**config.mk**
```make
export PLATFORM = sky130hd
export DESIGN_NAME = float_div_arbiter
export DESIGN_NICKNAME = d
export VERILOG_FILES = /design/src/rtl/float_div_arbiter.sv
export SDC_FILE = /design/constraint.sdc
export NUM_CORES = 1
export LEC_CHECK = 0
export CAP_MARGIN = 15
export CORE_MARGIN = 1.5
export CORE_UTILIZATION = 40
export CTS_CLUSTER_SIZE = 16
export DETAILED_ROUTE_END_ITERATION = 12
export PLACE_DENSITY_LB_ADDON = 0.1
export SLEW_MARGIN = 20
export SYNTH_ARGS = -nofsm -noshare
export SYNTH_HDL_FRONTEND = slang
export SYNTH_SLANG_ARGS = --single-unit
export TNS_END_PERCENT = 100
```
**constraint.sdc**
```tcl
create_clock -name clk -period 2.9 [get_ports clk]
set_clock_uncertainty 0.05 [all_clocks]
set_input_delay 0.435 -clock clk [delete_from_list [all_inputs] [get_ports clk]]
set_output_delay 0.435 -clock clk [all_outputs]
set_load 0.005 [all_outputs]
```
**src/rtl/float_div_arbiter.sv**
```systemverilog
`default_nettype none
// ============================================================================
// Module      : float_div_arbiter
// Description : Round-robin sharing of one external FloatingDivide among
//               NUM_REQ requesters; a tag pipeline routes quotients back.
//               Optional FLOAT_DIV_ARB_DBZ_EN forces signed infinity on
//               divide-by-zero slots.
// Revision    : 1.0 - initial release
// ============================================================================
module float_div_arbiter #(
    parameter int NUM_REQ     = 4,
    parameter int DIV_LATENCY = 1
) (
    input  logic                   clk,
    input  logic                   rst,
    input  logic [NUM_REQ-1:0]     req_valid,
    input  logic [32*NUM_REQ-1:0]  req_a,
    input  logic [32*NUM_REQ-1:0]  req_b,
    output logic [NUM_REQ-1:0]     req_ready,
    output logic [31:0]            div_a,
    output logic [31:0]            div_b,
    input  logic [31:0]            div_out,
    output logic [NUM_REQ-1:0]     resp_valid,
    output logic [31:0]            resp_data
);

    localparam int c_PTR_W = (NUM_REQ > 2) ? $clog2(NUM_REQ) : 1;
    localparam int c_DEPTH = DIV_LATENCY + 1;

    logic [c_PTR_W-1:0] r_ptr;
    logic [NUM_REQ-1:0] r_busy;
    logic [31:0]        r_divA;
    logic [31:0]        r_divB;
    logic [NUM_REQ-1:0] r_respValid;
    logic [31:0]        r_respData;

    logic               r_tagValid [c_DEPTH];
    logic [c_PTR_W-1:0] r_tagIdx   [c_DEPTH];
`ifdef FLOAT_DIV_ARB_DBZ_EN
    logic               r_tagDbz   [c_DEPTH];
    logic               r_tagSign  [c_DEPTH];
    logic               w_dbz;
    logic               w_sign;
`endif

    logic [NUM_REQ-1:0] w_elig;
    logic [NUM_REQ-1:0] w_grant;
    logic [c_PTR_W-1:0] w_grantIdx;
    logic [c_PTR_W-1:0] w_ptrNext;
    logic               w_accept;
    logic [31:0]        w_selA;
    logic [31:0]        w_selB;

    // Scan starts at the pointer and wraps; the first eligible index wins.
    always_comb begin : p_grant
        int j;
        j          = 0;
        w_elig     = req_valid & ~r_busy;
        w_grant    = '0;
        w_grantIdx = '0;
        w_accept   = 1'b0;
        w_selA     = '0;
        w_selB     = '0;
        for (int k = 0; k < NUM_REQ; k++) begin
            j = int'(r_ptr) + k;
            if (j >= NUM_REQ) j = j - NUM_REQ;
            if (!w_accept && w_elig[j]) begin
                w_accept   = 1'b1;
                w_grant[j] = 1'b1;
                w_grantIdx = c_PTR_W'(j);
                w_selA     = req_a[32*j +: 32];
                w_selB     = req_b[32*j +: 32];
            end
        end
    end

    assign w_ptrNext = (w_grantIdx == c_PTR_W'(NUM_REQ-1)) ? '0 : w_grantIdx + 1'b1;

`ifdef FLOAT_DIV_ARB_DBZ_EN
    assign w_dbz  = (w_selB[30:0] == 31'd0);
    assign w_sign = w_selA[31] ^ w_selB[31];
`endif

    always_ff @(posedge clk) begin
        if (rst) begin
            r_ptr       <= '0;
            r_busy      <= '0;
            r_divA      <= '0;
            r_divB      <= '0;
            r_respValid <= '0;
            r_respData  <= '0;
            for (int i = 0; i < c_DEPTH; i++) begin
                r_tagValid[i] <= 1'b0;
                r_tagIdx[i]   <= '0;
`ifdef FLOAT_DIV_ARB_DBZ_EN
                r_tagDbz[i]   <= 1'b0;
                r_tagSign[i]  <= 1'b0;
`endif
            end
        end else begin
            if (w_accept) begin
                r_ptr  <= w_ptrNext;
                r_divA <= w_selA;
                r_divB <= w_selB;
            end
            // busy drops at the end of the response cycle, so re-grant lands one cycle later
            r_busy <= (r_busy & ~r_respValid) | (w_accept ? w_grant : '0);

            r_tagValid[0] <= w_accept;
            r_tagIdx[0]   <= w_grantIdx;
`ifdef FLOAT_DIV_ARB_DBZ_EN
            r_tagDbz[0]   <= w_accept & w_dbz;
            r_tagSign[0]  <= w_sign;
`endif
            for (int i = 1; i < c_DEPTH; i++) begin
                r_tagValid[i] <= r_tagValid[i-1];
                r_tagIdx[i]   <= r_tagIdx[i-1];
`ifdef FLOAT_DIV_ARB_DBZ_EN
                r_tagDbz[i]   <= r_tagDbz[i-1];
                r_tagSign[i]  <= r_tagSign[i-1];
`endif
            end

            r_respValid <= '0;
            if (r_tagValid[c_DEPTH-1]) begin
                r_respValid[r_tagIdx[c_DEPTH-1]] <= 1'b1;
`ifdef FLOAT_DIV_ARB_DBZ_EN
                r_respData <= r_tagDbz[c_DEPTH-1] ?
                              {r_tagSign[c_DEPTH-1], 8'hFF, 23'h0} : div_out;
`else
                r_respData <= div_out;
`endif
            end
        end
    end

    assign req_ready  = rst ? '0 : w_grant;
    assign div_a      = r_divA;
    assign div_b      = r_divB;
    assign resp_valid = r_respValid;
    assign resp_data  = r_respData;

endmodule
`default_nettype wire
```
Word level (Yosys, flattened, before mapping). Memory sizes are Yosys's and may differ from the RTL's. Cells that the tools add are included. Widths: inputs -> output; s select.

Register bits after elaboration: 106. Memory bits (writable): 6. Input bits: 294. Output and inout bits: 104. Word-level logic and storage cells: 120. Memories kept: 2.

Memory list: r_tagIdx (depth 2, bits a word 2, rd ports 2, clocked after Yosys merged registers in 0, write ports 2, line 38) `logic [c_PTR_W-1:0] r_tagIdx [c_DEPTH];`; r_tagValid (depth 2, bits a word 1, rd ports 2, clocked after Yosys merged registers in 0, write ports 2, line 37) `logic r_tagValid [c_DEPTH];`.

$add $sub $neg: 8. $lt $le $gt $ge: 14. Eq/ne operators: 1. Shift operators: 8. Multiplexer cells: 56. Bitwise gates (word level): 13. Reductions and logical operators: 12.

Operator list (count): $shiftx 128x32->32 (8); $mux 32 (12); $ge 32x1->1 const B (4); $lt 32x4->1 const B (4); $mux 4 (6); $mux 1 (22); $or 4x4->4 (4); $mux 2 (7); $sub 3x3->4 const B (3); $demux 1 s2 (5); $ge 3x3->1 const B (3); $and 4x4->4 (2); $bmux 1 s2 (4); $logic_and 1x1->1 (8); $not 4->4 (2); $add 2x2->3 const B (2); $or 1x1->1 (4); $sub 2x3->4 const B (1); $add 2x1->3 const B (1); $ge 2x3->1 const B (1); $logic_not 1->1 (3); $lt 2x3->1 const B (1); $add 2x1->2 const B (1); $eq 2x2->1 const B (1); other kinds (3) (3).

Depth between registers and ports, before layout. Gate-level depths: netlist of the first run.

Word-level depth: 17. Mapped depth: 12. Gate-level depth less buffers: 7.

Worst setup path before layout of the first run. OpenSTA, ideal clock, no wires.

Path kind: register to register. Start: reg r_ptr[1]. End: reg r_divA[0], in the netlist div_a[0]. Library setup time: 0.136 ns. Arrival: 2.985 ns. Setup slack: -0.271 ns. Cell stages (with the launch flop): 12. Path buffers: 5. Cell sequence: dfxtp_1 -> buf_2 -> inv_1 -> clkbuf_1 -> ha_1 -> buf_2 -> buf_1 -> clkbuf_1 -> mux4_2 -> and2_1 -> o311ai_1 -> o211ai_1.

Cells in the longest elaborated chain, start to end: 15. Elaborated cells between the ends (all ways): 45.

RTL lines: start, declared (line 30) `logic [c_PTR_W-1:0] r_ptr;`; start signal, assigned (line 102) `r_ptr <= w_ptrNext;`; branches (longest 15 deep; another with $sub 3x3->4); end signal, assigned (line 103) `r_divA <= w_selA;`; end, declared (line 32) `logic [31:0] r_divA;`.

Several ways; the timed one is not identified. The select of a mux whose other input is x is not followed. A chain may end at the register's enable or synchronous reset.

==> impl_metrics.xml, run 1 <==
<?xml version="1.0" encoding="UTF-8"?>
<metrics>
  <group name="timing">
    <metric name="finalCritPeriodShare" unit="">1.020</metric>
    <metric name="sum_of_negative_setup_slack" unit="ns">-0.08808</metric>
    <metric name="finalCriticalPeriod" unit="ns">2.958</metric>
    <metric name="worst_slack" unit="ns">-0.05757</metric>
    <metric name="fmax" unit="GHz">0.3381</metric>
    <metric name="fin_hold_ws" unit="ns">0.3870</metric>
    <metric name="finalSetupViolCount" unit="">2</metric>
    <metric name="worst_pin_slew" unit="ns">0.7265</metric>
    <metric name="slew_headroom" unit="">0.5156</metric>
    <metric name="report.final.slew_viol_count" unit="">0</metric>
    <metric name="setup_repair_after_global_routing_missed_its_margin" unit="">yes</metric>
    <metric name="final-hold-violation-count" unit="">0</metric>
  </group>
  <group name="critical_path">
    <metric name="timing.setup.critical_path_class" unit="">reg -&gt; reg</metric>
    <metric name="worst-endpoint-required" unit="ns">3.16</metric>
    <metric name="cp_data_arrival_time" unit="ns">3.22</metric>
    <metric name="reg2reg_to" unit="">r_busy[1]</metric>
    <metric name="cp_max_fo" unit="">15</metric>
    <metric name="rrSetupSlack" unit="ns">-0.06</metric>
    <metric name="timing.critical_path.to_type" unit="">register</metric>
    <metric name="worstSetupStartpointType" unit="">register</metric>
    <metric name="reg2regPathDepth" unit="">14</metric>
  </group>
  <group name="power">
    <metric name="swShare" unit="">0.4421</metric>
    <metric name="vdd_ir_drop_max" unit="mV">0.7561</metric>
    <metric name="power_per_cell_area" unit="nW/um2">987.5</metric>
    <metric name="power.share.combinational" unit="">0.771</metric>
    <metric name="p_leak" unit="nW">5.748</metric>
    <metric name="seq_power_share" unit="">0.142</metric>
    <metric name="switching_power_total" unit="mW">7.087</metric>
    <metric name="cell_internal_pwr" unit="mW">8.943</metric>
    <metric name="power_share_of_the_clock_group" unit="">0.087</metric>
  </group>
  <group name="synth">
    <metric name="postSynthCellCount" unit="">1122</metric>
    <metric name="mappedNetlistArea" unit="um2">11010</metric>
    <metric name="yosys_warnings" unit="">0</metric>
    <metric name="synth_commonest_cells" unit="">sky130_fd_sc_hd__mux2i_1 (139), sky130_fd_sc_hd__mux4_2 (124), sky130_fd_sc_hd__dfxtp_1 (112)</metric>
    <metric name="synthDominantCellAreaShare" unit="">0.2538</metric>
    <metric name="synthesis.area_per_instance" unit="um2">9.809</metric>
    <metric name="synth-seq-cells" unit="">112</metric>
    <metric name="ys_types" unit="">62</metric>
    <metric name="netlist.top_cell.by_area" unit="">sky130_fd_sc_hd__mux4_2</metric>
    <metric name="area_contributors_post_synth" unit="">sky130_fd_sc_hd__mux4_2 (25%), sky130_fd_sc_hd__dfxtp_1 (20%), sky130_fd_sc_hd__mux2i_1 (13%)</metric>
    <metric name="ys_seq_area_frac" unit="">0.2037</metric>
    <metric name="number_of_enable_type_register_cells_in_the_synthesized_netlist" unit="">0</metric>
    <metric name="post-synth-top-count-cell" unit="">sky130_fd_sc_hd__mux2i_1</metric>
    <metric name="synth_nets" unit="">1424</metric>
    <metric name="dominantRegCellSynth" unit="">sky130_fd_sc_hd__dfxtp_1</metric>
    <metric name="asyncSetResetFlopFracSynth" unit="">0</metric>
  </group>
  <group name="die">
    <metric name="initial_utilization" unit="">0.4084</metric>
    <metric name="fp.dieW" unit="um">168.9</metric>
    <metric name="placementRows" unit="">60</metric>
    <metric name="ioPinCount" unit="">398</metric>
    <metric name="die_y" unit="um">168.9</metric>
    <metric name="core_area" unit="um2">26950</metric>
    <metric name="die-area" unit="um2">28520</metric>
  </group>
  <group name="min_path">
    <metric name="hold_worst_path_end" unit="">r_tagValid[0][1]</metric>
    <metric name="hold_start" unit="">r_tagValid[0][0]</metric>
    <metric name="min_path_cells" unit="">1</metric>
    <metric name="hold_path.class" unit="">reg -&gt; reg</metric>
  </group>
  <group name="finish">
    <metric name="design.final.nets" unit="">1817</metric>
    <metric name="drive_gt1_frac" unit="">0.2105</metric>
    <metric name="filler_cell_count" unit="">2307</metric>
    <metric name="finish.utilization" unit="">0.6023</metric>
    <metric name="register_area" unit="um2">2250</metric>
    <metric name="layout-area-overhead-vs-synth" unit="%">47.50</metric>
    <metric name="area_used_by_multi_input_combinational_logic" unit="um2">8275</metric>
  </group>
  <group name="global_route">
    <metric name="global_route_wire_length_before_repair" unit="um">62380</metric>
    <metric name="vias_in_the_first_global_route" unit="">11290</metric>
    <metric name="gr-total-overflow" unit="">0</metric>
    <metric name="global_router_s_overall_resource_usage" unit="">0.2771</metric>
    <metric name="number_of_antenna_violations_at_the_first_check_in_global_routing" unit="">5</metric>
    <metric name="grt_start_max_net_pins" unit="">155</metric>
  </group>
  <group name="placement">
    <metric name="dp_slack" unit="ns">-0.5233</metric>
    <metric name="io_buffers" unit="">397</metric>
    <metric name="place_hpwl" unit="um">29520</metric>
    <metric name="gpl.final_weighted_congestion" unit="">0.8592</metric>
  </group>
  <group name="drt">
    <metric name="final_antenna_net_count" unit="">0</metric>
    <metric name="drt_first_iter_violations" unit="">898</metric>
    <metric name="wire_per_inst" unit="um">22.05</metric>
    <metric name="route.final.wire_length" unit="um">41120</metric>
    <metric name="first_pass_iters" unit="">6</metric>
    <metric name="drc" unit="">0</metric>
    <metric name="vias" unit="">11550</metric>
    <metric name="routed_via_density" unit="">6.191</metric>
  </group>
  <group name="clock_tree">
    <metric name="clock_path_buffers" unit="">2</metric>
    <metric name="clock_tree.root_cell" unit="">sky130_fd_sc_hd__clkbuf_16</metric>
    <metric name="h_tree_level_count" unit="">3</metric>
    <metric name="clk_pin_slew" unit="ns">0.11</metric>
    <metric name="tritoncts" unit="">done</metric>
    <metric name="worstSkewPairLatency" unit="ns">0.38</metric>
    <metric name="clock-sinks" unit="">112</metric>
    <metric name="cts_inserted_buffers" unit="">9</metric>
  </group>
  <group name="run_status">
    <metric name="run_status" unit="">finished, violations left</metric>
    <metric name="violated_checks" unit="">negative setup slack</metric>
  </group>
  <group name="run">
    <metric name="maxCapViolCount" unit="">0</metric>
  </group>
</metrics>
worst max-delay path by stage:
stage | end | cells after the start | slack [ns] | start
2_1_floorplan | req_ready[0] | 10 | 0.02 | r_ptr[1]
3_3_place_gp | req_ready[0] | 8 | -0.48 | req_valid[2]
3_5_place_dp | req_ready[1] | 8 | -0.52 | req_valid[2]
4_1_cts | req_ready[1] | 8 | -0.02 | register
5_1_grt | req_ready[0] | 9 | -0.12 | r_ptr[1]
6_report | r_busy[1] | 14 | -0.06 | register
flip-flops by register name, summed over array words and instances, names as in the netlist, named ones only:
name	count
div_a	32
div_b	32
resp_data	32
r_busy	4
r_tagIdx	4
resp_valid	4
r_tagValid	2
r_ptr	1
final cells by class:
type                    instances  area share
multi-input cells             887      0.5098
repair buffers                502      0.3042
flip-flops and latches        112      0.1386
well taps                     341     0.02628
clock buffers                   9     0.01387
clock inverters                 7    0.005627
inverters                       3    0.001002
diodes                          4   0.0006166
through the flow:
stage,cells,area (um2),total power [mW]
global placement,1829,15700,14.03
CTS,1860,16170,15.95
finish,1865,16230,16.03
global route,1865,16230,17.08
floorplan,1122,11020,10.23
detailed placement,1829,15700,14.21
routing by layer:
layer	track usage	wire length, um	part of all wire
met5	0	10	0.00024
met3	0.06149	3659	0.089
met4	0.09938	1148	0.028
met1	0.3596	16830	0.41
met2	0.4536	19480	0.47
worst max-delay path: stages (launching register included):
cell                       delay (ns)
sky130_fd_sc_hd__dfxtp_4         0.39
sky130_fd_sc_hd__buf_4           0.25
sky130_fd_sc_hd__mux4_2          0.56
sky130_fd_sc_hd__nor2_2          0.24
sky130_fd_sc_hd__a222oi_1        0.17
sky130_fd_sc_hd__buf_4           0.16
sky130_fd_sc_hd__buf_4           0.12
sky130_fd_sc_hd__buf_4           0.12
sky130_fd_sc_hd__buf_4           0.12
sky130_fd_sc_hd__buf_4           0.12
sky130_fd_sc_hd__buf_4           0.12
sky130_fd_sc_hd__buf_4           0.12
sky130_fd_sc_hd__buf_4           0.12
sky130_fd_sc_hd__buf_4           0.12
sky130_fd_sc_hd__a21oi_1         0.12
placed cells by master (no fill, tap or decap), drive strengths merged, types with 3 or more instances in the layout:
| cell | count |
|---|---|
| a22o | 6 |
| nand3 | 25 |
| clkbuf | 10 |
| nand2b | 9 |
| o311ai | 18 |
| diode | 4 |
| mux2 | 31 |
| nor2 | 65 |
| dlygate4sd2 | 4 |
| ha | 8 |
| o22ai | 31 |
| clkdlybuf4s50 | 388 |
| and3 | 5 |
| o32ai | 4 |
| buf | 109 |
| o221ai | 18 |
| mux4 | 124 |
| o21ai | 44 |
| inv | 7 |
| a21o | 28 |
| o221a | 8 |
| o211ai | 26 |
| o31a | 4 |
| and2 | 39 |
| o21bai | 7 |
| a221oi | 17 |
| or3 | 5 |
| a31oi | 5 |
| nor2b | 12 |
| dfxtp | 112 |
| a21oi | 59 |
| a211oi | 17 |
| nand2 | 75 |
| clkinv | 3 |
| mux2i | 139 |
| a222oi | 6 |
| nor3 | 31 |
cell families (layout without fill, tap and decap cells):
group / after synthesis / in the layout / share of synthesized area
compound gates: 308 / 308 / 0.1983
mux: 294 / 294 / 0.4119
simple gates: 277 / 277 / 0.1235
buf+inv: 123 / 521 / 0.05355
flops: 112 / 112 / 0.2037
fa+ha+maj: 8 / 8 / 0.009095
other cells: 0 / 4 / 0
power by group through the flow:
stage               clock (mW)  sequential (mW)  combinational (mW)
global route              1.47             2.33                13.3
CTS                       1.43             2.28                12.2
finish                    1.39             2.28                12.4
global placement             0             2.31                11.7
floorplan                    0             2.27                7.96
detailed placement           0             2.31                11.9
repair_timing:
item                                    4_1_cts  5_1_grt
hold buffers                                  0        0
pin swaps                                     8       11
endpoints found under the setup margin        5       14
resized for setup                            39        9
buffers inserted                             15        0
gates cloned                                  0        1
(Power assumes the default switching activity.)
==> inputs of run 2 (changes only) <==
--- a/config.mk
+++ b/config.mk
@@ -8,7 +8,7 @@
 export CAP_MARGIN = 15
 export CORE_MARGIN = 1.5
 export CORE_UTILIZATION = 40
-export CTS_CLUSTER_SIZE = 16
+export CTS_CLUSTER_SIZE = 24
 export DETAILED_ROUTE_END_ITERATION = 12
 export PLACE_DENSITY_LB_ADDON = 0.1
 export SLEW_MARGIN = 20
==> results of run 2 <==
Final layout, timing and power as in run 1 (identical DEF).
==> inputs of run 3 (changes only) <==
--- a/config.mk
+++ b/config.mk
@@ -6,10 +6,11 @@
 export NUM_CORES = 1
 export LEC_CHECK = 0
 export CAP_MARGIN = 15
-export CORE_MARGIN = 1.5
+export CORE_MARGIN = 2
 export CORE_UTILIZATION = 40
 export CTS_CLUSTER_SIZE = 24
 export DETAILED_ROUTE_END_ITERATION = 12
+export HOLD_SLACK_MARGIN = 0.08
 export PLACE_DENSITY_LB_ADDON = 0.1
 export SLEW_MARGIN = 20
 export SYNTH_ARGS = -nofsm -noshare
==> run 3 against run 2 <==
The flow still finishes with violations (negative setup slack); worst hold slack improved by 0.011 ns; cell area rose by 0.55%; global-route usage fell by 0.29 points; non-clock buffer count rose by 9; critical path depth fell by 6; die area rose by 1.2%; clock power barely moved; largest cell class unchanged; highest routed layer is now met4.
==> impl_metrics.xml, run 3 (synthesis gave the netlist of run 1 again) <==
<?xml version="1.0" encoding="UTF-8"?>
<metrics>
  <group name="critical_path">
    <metric name="timing.setup.critical_path_class" unit="">reg -&gt; out</metric>
    <metric name="rrSetupSlack" unit="ns">0.04</metric>
    <metric name="path_depth" unit="">8</metric>
    <metric name="cp_data_arrival_time" unit="ns">2.50</metric>
    <metric name="critical_path.n_buffers_inverters" unit="">2</metric>
    <metric name="crit_path_top_delay_cell" unit="">sky130_fd_sc_hd__dfxtp_4</metric>
    <metric name="cp_max_fo" unit="">6</metric>
    <metric name="timing.critical_path.to_type" unit="">output port</metric>
    <metric name="slowest_delay" unit="ns">0.42</metric>
    <metric name="reg2regPathDepth" unit="">15</metric>
    <metric name="worst-endpoint-required" unit="ns">2.41</metric>
    <metric name="critical-path-top-delay-family" unit="">compound AO/OA/AOI/OAI gates</metric>
    <metric name="worstSetupStartpointType" unit="">register</metric>
    <metric name="crit_chain" unit="">inv_6 &gt; ha_4 &gt; mux4_2 &gt; and3_4 &gt; a22o_1 &gt; a222oi_1 &gt; nor2_1 &gt; buf_2</metric>
    <metric name="reg2reg_to" unit="">r_busy[1]</metric>
  </group>
  <group name="timing">
    <metric name="fin_hold_ws" unit="ns">0.3980</metric>
    <metric name="setup_repair_after_global_routing_missed_its_margin" unit="">yes</metric>
    <metric name="worst_slack" unit="ns">-0.08274</metric>
    <metric name="report.final.slew_viol_count" unit="">0</metric>
    <metric name="finalCritPeriodShare" unit="">1.029</metric>
    <metric name="worst_pin_slew" unit="ns">0.9839</metric>
    <metric name="finalCriticalPeriod" unit="ns">2.983</metric>
    <metric name="fmax" unit="GHz">0.3353</metric>
    <metric name="slew_headroom" unit="">0.3441</metric>
    <metric name="sum_of_negative_setup_slack" unit="ns">-0.2468</metric>
    <metric name="final-hold-violation-count" unit="">0</metric>
    <metric name="finalSetupViolCount" unit="">4</metric>
  </group>
  <group name="clock_tree">
    <metric name="worstSkewPairLatency" unit="ns">0.37</metric>
    <metric name="ctsHoldBuffers" unit="">0</metric>
    <metric name="clk_pin_slew" unit="ns">0.09</metric>
    <metric name="h_tree_level_count" unit="">3</metric>
    <metric name="clock_tree.root_cell" unit="">sky130_fd_sc_hd__clkbuf_16</metric>
    <metric name="tritoncts" unit="">done</metric>
    <metric name="clock_path_buffers" unit="">2</metric>
    <metric name="clock-sinks" unit="">112</metric>
    <metric name="cts_inserted_buffers" unit="">9</metric>
  </group>
  <group name="placement">
    <metric name="io_buffers" unit="">397</metric>
    <metric name="placedCellCount" unit="">1830</metric>
    <metric name="gpl.final_weighted_congestion" unit="">0.8583</metric>
    <metric name="place_hpwl" unit="um">29570</metric>
  </group>
  <group name="drt">
    <metric name="route.final.wire_length" unit="um">41180</metric>
    <metric name="routed_via_density" unit="">6.160</metric>
    <metric name="wire_per_inst" unit="um">21.94</metric>
    <metric name="vias" unit="">11560</metric>
    <metric name="drt_first_iter_violations" unit="">777</metric>
    <metric name="first_pass_iters" unit="">6</metric>
    <metric name="drc" unit="">0</metric>
    <metric name="final_antenna_net_count" unit="">0</metric>
  </group>
  <group name="run_status">
    <metric name="run_status" unit="">finished, violations left</metric>
    <metric name="violated_checks" unit="">negative setup slack</metric>
  </group>
  <group name="min_path">
    <metric name="hold_path.class" unit="">reg -&gt; reg</metric>
    <metric name="hold_worst_path_end" unit="">r_tagValid[0][1]</metric>
    <metric name="min_path_cells" unit="">1</metric>
    <metric name="hold_start" unit="">r_tagValid[0][0]</metric>
  </group>
  <group name="run">
    <metric name="maxCapViolCount" unit="">0</metric>
  </group>
  <group name="die">
    <metric name="die-area" unit="um2">28860</metric>
    <metric name="placementRows" unit="">60</metric>
    <metric name="core_area" unit="um2">26950</metric>
    <metric name="initial_utilization" unit="">0.4084</metric>
    <metric name="ioPinCount" unit="">398</metric>
    <metric name="fp.dieW" unit="um">169.9</metric>
    <metric name="die_y" unit="um">169.9</metric>
  </group>
  <group name="finish">
    <metric name="drive_gt1_frac" unit="">0.2119</metric>
    <metric name="finish.utilization" unit="">0.6056</metric>
    <metric name="layout_common_cells" unit="">sky130_fd_sc_hd__clkdlybuf4s50_1 (388), sky130_fd_sc_hd__mux2i_1 (138), sky130_fd_sc_hd__mux4_2 (124), sky130_fd_sc_hd__dfxtp_1 (109), sky130_fd_sc_hd__buf_4 (89)</metric>
    <metric name="fin_cells" unit="">1877</metric>
    <metric name="design.final.nets" unit="">1826</metric>
    <metric name="mostFrequentLayoutCell" unit="">sky130_fd_sc_hd__clkdlybuf4s50_1</metric>
    <metric name="layout-area-overhead-vs-synth" unit="%">48.31</metric>
  </group>
  <group name="power">
    <metric name="power_per_cell_area" unit="nW/um2">1001</metric>
    <metric name="p_leak" unit="nW">5.791</metric>
    <metric name="vdd_ir_drop_max" unit="mV">0.5898</metric>
    <metric name="p_total" unit="mW">16.34</metric>
  </group>
  <group name="global_route">
    <metric name="gr-total-overflow" unit="">0</metric>
    <metric name="global_route_wire_length_before_repair" unit="um">62500</metric>
    <metric name="vias_in_the_first_global_route" unit="">11420</metric>
    <metric name="global_router_s_overall_resource_usage" unit="">0.2742</metric>
    <metric name="number_of_antenna_violations_at_the_first_check_in_global_routing" unit="">6</metric>
    <metric name="grt_start_max_net_pins" unit="">109</metric>
  </group>
</metrics>
==> run 3: metal layers <==
metal  up-vias  GRT usage  share of wire
li1       5293          -              -
met1      5690     0.3496           0.41
met2       506     0.4584           0.48
met3        74    0.05953          0.076
met4         0     0.1003          0.030
met5         -          0              0
==> run 3: stage by stage <==
stage               cell area (um2)  worst slack (ns)
floorplan                     11020           0.02277
global placement              15720           -0.4994
detailed placement            15720           -0.5129
CTS                           16260          -0.08013
global route                  16320           -0.1565
finish                        16320          -0.08274
==> run 3: worst max path at each step <==
stage	to	startpoint	slack, ns
after floorplan	req_ready[0]	r_ptr[1]	0.02
after global placement	req_ready[1]	req_valid[1]	-0.50
after detailed placement	req_ready[1]	req_valid[2]	-0.51
after CTS	req_ready[1]	register	-0.08
after global routing	req_ready[1]	register	-0.16
final	req_ready[1]	register	-0.08
==> run 3: cell type report <==
cell class                 instances  area (um2)
antenna                            7       17.52
multi-input combinational        887        8252
timing repair buffer             511        5040
tap                              341       426.7
inverter                           3       16.27
sequential                       112        2251
fill                            2278       10630
clock inverter                     7       93.84
clock buffer                       9       225.2
==> run 3: where the power goes <==
group	switching, mW	leakage [nW]	internal (mW)	total [mW]
sequential	0.294	0.926	2.00	2.30
combinational	6.09	4.71	6.54	12.6
clock	0.772	0.155	0.643	1.41
total	7.15	5.79	9.18	16.3
==> run 3: timing repair <==
item	CTS	global route
buffers inserted	28	0
endpoints found under the setup margin	7	50
cloned	0	1
resized for setup	34	13
pin swaps	9	8
==> run 3: worst reg2reg max path, delay by kind of cell (launching register included) <==
family                     cells  cell delay [ns]
adders and majority gates      1             0.27
AOI/OAI and AO/OA              3             0.64
and+or+nand+nor                1             0.22
muxes                          1             0.32
buffers and inverters          9             0.84
DFF                            1             0.42
